**src/rtl/cla_pipe_adder.sv**
```systemverilog
// rtl/cla_pipe_adder.sv - pipelined carry-look-ahead adder/subtractor, one register stage per 4-bit group
// A whole-pipe stall (no bubble squeezing) keeps in_ready a single gate away from out_ready.

module cla_group4 (
  input  logic [3:0] a,
  input  logic [3:0] b,
  input  logic       cin,
  output logic [3:0] s,
  output logic       c3,
  output logic       cout
);
  logic [3:0] p;
  logic [3:0] g;
  logic [4:0] c;

  always_comb begin
    p    = a ^ b;
    g    = a & b;
    c[0] = cin;
    c[1] = g[0] | (p[0] & cin);
    c[2] = g[1] | (p[1] & g[0]) | (p[1] & p[0] & cin);
    c[3] = g[2] | (p[2] & g[1]) | (p[2] & p[1] & g[0]) | (p[2] & p[1] & p[0] & cin);
    c[4] = g[3] | (p[3] & g[2]) | (p[3] & p[2] & g[1]) | (p[3] & p[2] & p[1] & g[0])
         | (p[3] & p[2] & p[1] & p[0] & cin);
    s    = p ^ c[3:0];
    c3   = c[3];
    cout = c[4];
  end
endmodule

module cla_pipe_adder #(
  parameter int WIDTH = 16
) (
  input  logic             clk,
  input  logic             rst_n,
  input  logic             in_valid,
  output logic             in_ready,
  input  logic [WIDTH-1:0] a,
  input  logic [WIDTH-1:0] b,
  input  logic             ci,
  input  logic             sub,
  output logic             out_valid,
  input  logic             out_ready,
  output logic [WIDTH-1:0] sum,
  output logic             co,
  output logic             ovf,
  output logic             zero
);
  localparam int L = WIDTH / 4;

  if (WIDTH < 4 || (WIDTH % 4) != 0) begin : g_bad_width
    $error("cla_pipe_adder: WIDTH must be a multiple of 4 and at least 4");
  end

  logic             valid_q   [L];
  logic             valid_d   [L];
  logic             carry_q   [L];
  logic             carry_d   [L];
  logic [WIDTH-1:0] sum_q     [L];
  logic [WIDTH-1:0] sum_d     [L];
  logic [WIDTH-1:0] a_rem_q   [L];
  logic [WIDTH-1:0] a_rem_d   [L];
  logic [WIDTH-1:0] b_rem_q   [L];
  logic [WIDTH-1:0] b_rem_d   [L];
  logic             c_msb_q;
  logic             c_msb_d;

  logic [WIDTH-1:0] stg_a      [L];
  logic [WIDTH-1:0] stg_b      [L];
  logic             stg_cin    [L];
  logic [WIDTH-1:0] prev_sum   [L];
  logic             prev_valid [L];
  logic [3:0]       grp_s      [L];
  logic             grp_c3     [L];
  logic             grp_co     [L];
  logic             adv;

  // Remaining operands travel right-shifted so the next group always sits in bits [3:0].
  always_comb begin
    stg_a[0]      = a;
    stg_b[0]      = sub ? ~b : b;
    stg_cin[0]    = sub ? 1'b1 : ci;
    prev_sum[0]   = '0;
    prev_valid[0] = in_valid;
    for (int k = 1; k < L; k++) begin
      stg_a[k]      = a_rem_q[k-1];
      stg_b[k]      = b_rem_q[k-1];
      stg_cin[k]    = carry_q[k-1];
      prev_sum[k]   = sum_q[k-1];
      prev_valid[k] = valid_q[k-1];
    end
  end

  for (genvar g = 0; g < L; g++) begin : g_grp
    cla_group4 u_grp (
      .a    (stg_a[g][3:0]),
      .b    (stg_b[g][3:0]),
      .cin  (stg_cin[g]),
      .s    (grp_s[g]),
      .c3   (grp_c3[g]),
      .cout (grp_co[g])
    );
  end

  always_comb begin
    adv     = !valid_q[L-1] || out_ready;
    c_msb_d = adv ? grp_c3[L-1] : c_msb_q;
    for (int k = 0; k < L; k++) begin
      valid_d[k] = valid_q[k];
      carry_d[k] = carry_q[k];
      sum_d[k]   = sum_q[k];
      a_rem_d[k] = a_rem_q[k];
      b_rem_d[k] = b_rem_q[k];
      if (adv) begin
        valid_d[k] = prev_valid[k];
        carry_d[k] = grp_co[k];
        sum_d[k]   = prev_sum[k] | (WIDTH'(grp_s[k]) << (4 * k));
        a_rem_d[k] = stg_a[k] >> 4;
        b_rem_d[k] = stg_b[k] >> 4;
      end
    end
  end

  always_ff @(posedge clk) begin
    if (!rst_n) begin
      for (int k = 0; k < L; k++) begin
        valid_q[k] <= 1'b0;
        carry_q[k] <= 1'b0;
        sum_q[k]   <= '0;
        a_rem_q[k] <= '0;
        b_rem_q[k] <= '0;
      end
      c_msb_q <= 1'b0;
    end else begin
      for (int k = 0; k < L; k++) begin
        valid_q[k] <= valid_d[k];
        carry_q[k] <= carry_d[k];
        sum_q[k]   <= sum_d[k];
        a_rem_q[k] <= a_rem_d[k];
        b_rem_q[k] <= b_rem_d[k];
      end
      c_msb_q <= c_msb_d;
    end
  end

  assign in_ready  = adv;
  assign out_valid = valid_q[L-1];
  assign sum       = sum_q[L-1];
  assign co        = carry_q[L-1];
  assign ovf       = c_msb_q ^ carry_q[L-1];
  assign zero      = (sum_q[L-1] == '0);
endmodule

```
**config.mk**
```make
export PLATFORM = sky130hd
export DESIGN_NAME = cla_pipe_adder
export DESIGN_NICKNAME = d
export VERILOG_FILES = /design/src/rtl/cla_pipe_adder.sv
export SDC_FILE = /design/constraint.sdc
export NUM_CORES = 1
export LEC_CHECK = 0
export CAP_MARGIN = 20
export CORE_MARGIN = 3
export CORE_UTILIZATION = 50
export CTS_CLUSTER_SIZE = 10
export DETAILED_ROUTE_END_ITERATION = 7
export MAX_ROUTING_LAYER = met4
export PLACE_DENSITY = 0.73
export SLEW_MARGIN = 20
export SYNTH_ARGS = -nofsm -noshare
export SYNTH_HDL_FRONTEND = slang
export SYNTH_SLANG_ARGS = --single-unit
```
**constraint.sdc**
```tcl
create_clock -name clk -period 6.2 [get_ports clk]
set_clock_uncertainty 0.1 [all_clocks]
set_input_delay 1.86 -clock clk [delete_from_list [all_inputs] [get_ports clk]]
set_output_delay 1.86 -clock clk [all_outputs]
set_load 0.05 [all_outputs]
```
==> results.py <==
metrics = {
    "route": {
        "drtIter0Drc": 219,
        "drcViolationCount": 0,
        "firstDrtPassIters": 4,
        "routed_wl_microns": 7768,
        "ant_nets": 0,
        "detail_route.wl_per_cell_microns": 12.47,
        "dr_total_vias": 3193,
        "viasPerCell": 5.125,
    },
    "floorplanning": {
        "die_w_microns": 97.12,
        "coreArea_sq_um": 7888,
        "die_area_sq_um": 9432,
        "rows": 32,
        "dieHeight_microns": 97.12,
        "floorplan.initialDensity_pct": 52.63,
        "ioPinCount": 59,
    },
    "cells_and_area": {
        "multi_input_area_sq_um": 1946,
        "seq_area_sq_um": 2002,
        "layout-drive-gt1-share_pct": 7.102,
        "antennaDiodeCount": 0,
        "utilization_pct": 62.55,
        "syn_to_final_growth_pct": 18.84,
        "fin_nets": 574,
        "num-fill-cells": 684,
    },
    "power": {
        "power_density_nw_per_um2": 264.2,
        "finalPower_uw": 1303,
        "p_int_uw": 966.1,
        "power_frac_comb_pct": 14.1,
        "p_sw_uw": 337.2,
        "sw_frac_of_total_pct": 25.87,
        "clockPowerShare_pct": 32.6,
        "seqPwrFrac_pct": 53.3,
        "irDropWorstVdd_v": 0.0001081,
        "power.leakage_uw": 0.001875,
    },
    "sta": {
        "hold_viol": 0,
        "fin_setup_tns_ns": 0,
        "fmax_ghz": 0.2129,
        "drv_slew": 0,
        "slew-limit-headroom_pct": 32.47,
        "period_share_pct": 75.77,
        "rsz0062_at_grt": "false",
        "setup_viol_count_final": 0,
        "worst_pin_slew_ns": 1.011,
        "min_period_ns": 4.698,
    },
    "synth": {
        "synth-edff-count": 6,
        "synth_nets": 534,
        "yosys_warnings": 0,
        "async_flop_share_pct": 0,
        "yosysSeqAreaShare_pct": 48.22,
        "synth_ff_type": "dfxtp_1",
        "ys_seq_elements": 97,
        "syn_area_sq_um": 4151,
        "synth_cell_types": 37,
        "synth.avg_cell_area_sq_um": 8.722,
        "syn_inst": 476,
    },
    "global_routing": {
        "grt_overflow_total": 0,
        "grt_max_degree": 91,
        "grt_antenna_before_repair": 0,
        "grt_usage_pct": 17.41,
        "grt_pass1_vias": 2875,
        "grt_pass1_wl_microns": 13470,
    },
    "clocking": {
        "ctsHtreeMaxLevel": 3,
        "numCtsBuffers": 9,
        "numClockSinks": 97,
        "cts_root_buffer": "clkbuf_8",
        "cts_hold_buf": 0,
        "clkTransAtPathRegs_ns": 0.09,
        "cts_tree": "yes",
        "clk_latency_ns": 0.35,
        "cts.path.max_buffers": 2,
        "post-cts-setup-buffers": 0,
        "ctsResizeCount": 0,
    },
    "run": {
        "maxCapViolCount": 0,
    },
    "worst_setup_path": {
        "critPathSlowestCell": "clkdlybuf4s50_1",
        "path_cells": "clkdlybuf4s50_1, nor2b_4, inv_4, buf_12",
        "crit_fanout": 17,
        "crit_path_start_kind": "input pin",
        "worstSetupEndpointType": "primary output",
        "path_class": "input pin to primary output",
        "cp_top_family": "buffers and inverters",
        "path_buf_inv": 3,
        "required_ns": 4.24,
        "cp.arrival_ns": 2.74,
        "critPathMaxStageDelay_ns": 0.50,
    },
    "placement": {
        "hpwl_microns": 5163,
        "place.gp.congestion": 0.8005,
        "io_buffers": 58,
    },
    "status": {
        "status": "completed",
    },
    "worst_hold_path": {
        "hold_path_class": "register to register",
    },
}
stage by stage:
step | hold slack [ns] | cells | setup slack (ns) | area [sq um]
2_1_floorplan | 0.3321 | 476 | 1.778 | 4151
3_3_place_gp | 0.3402 | 607 | 1.495 | 4721
3_5_place_dp | 0.3447 | 607 | 1.490 | 4721
4_1_cts | 0.3555 | 623 | 1.491 | 4933
5_1_grt | 0.3721 | 623 | 1.458 | 4933
6_report | 0.3556 | 623 | 1.502 | 4933
power by group through the flow:
stage	Sequential [uW]	Clock [uW]	Combinational (uW)
6_report	694	425	183
3_5_place_dp	709	0	184
3_3_place_gp	708	0	179
2_1_floorplan	719	0	112
5_1_grt	700	462	203
4_1_cts	695	435	185
final cells by class:
class	count	area share, %
sequential	97	40.58
clock buffer	11	3.069
inverter	6	0.5072
clock inverter	5	1.243
timing repair buffer	62	12.58
tap	102	2.587
multi-input combinational	340	39.44
routing by layer:
layer / vias up / share of wire, % / GRT usage, %
li1: 1687 / - / -
met1: 1437 / 52 / 24.85
met2: 59 / 43 / 25.21
met3: 10 / 4.1 / 2.656
met4: 0 / 1.3 / 6.048
met5: - / 0 / -
cell families after synthesis:
group	count (synthesis)	share of synthesized area (%)
compound gates	107	16.46
xor+xnor	21	4.430
fa+ha+maj	20	6.751
buf+inv	39	5.033
flops	97	48.22
simple gates	192	19.11
layout by cell type, fill, tap and decap left out, drive strengths merged:
cell type and n:
nor2b 1, edfxtp 6, nand2 134, a31oi 1
o211ai 3, dfxtp 91, clkdlybuf4s50 57, nand4b 3
fa 4, o311ai 2, nor4 4, o31ai 4
ha 16, o21ai 5, nor3 5, nand3 8
o21a 2, bufinv 1, buf 5, clkbuf 11
and4 1, nor2 30, nor3b 3, inv 7
xnor2 16, xor2 5, a21oi 68, a211oi 19
a32oi 2, clkinv 3, a21boi 1, and2 3
cell usage after synthesis, types with 2 or more instances:
master    instances  area [sq um]
nand2_1         133         499.2
dfxtp_1          91          1822
a21oi_1          68         340.3
nor2_1           30         112.6
ha_1             16         200.2
xnor2_1          16         140.1
buf_2            12         60.06
a211oi_1         10         75.07
a211oi_2          9         112.6
nand3_1           8         40.04
clkbuf_1          7         26.28
buf_4             6         45.04
edfxtp_1          6         180.2
buf_1             5         18.77
inv_1             5         18.77
nor3_1            5         25.02
o21ai_0           5         25.02
xor2_1            5         43.79
fa_1              4         80.08
nor4_1            4         25.02
and2_1            3         18.77
buf_6             3         33.78
nand4b_1          3         26.28
nor3b_1           3         22.52
o31ai_1           3         22.52
a32oi_1           2         17.52
o211ai_1          2         15.01
o21a_1            2         15.01
o311ai_1          2         17.52
registers in the layout (all words and copies together) (netlist names):
name / cells
sum_q: 40
carry_q: 4
c_msb_q: 1
b_rem_q: 24
a_rem_q: 24
valid_q: 4
worst min-delay path: stages (launching register included):
cell	delay [ns]
dfxtp_1	0.32
nand2_1	0.05
a21oi_1	0.05
path summary, 6_finish.rpt:
check / start / end / slack [ns] / cells past startpoint
max: out_ready / in_ready / 1.50 / 4
min: b_rem_q[0][11] / b_rem_q[0][23] / 0.36 / 2
max reg2reg: valid_q[3] / sum_q[1][6] / 4.13 / 5
min reg2reg: b_rem_q[0][11] / b_rem_q[0][23] / 0.36 / 2
No activity file was read; power rests on OpenSTA's default activity.
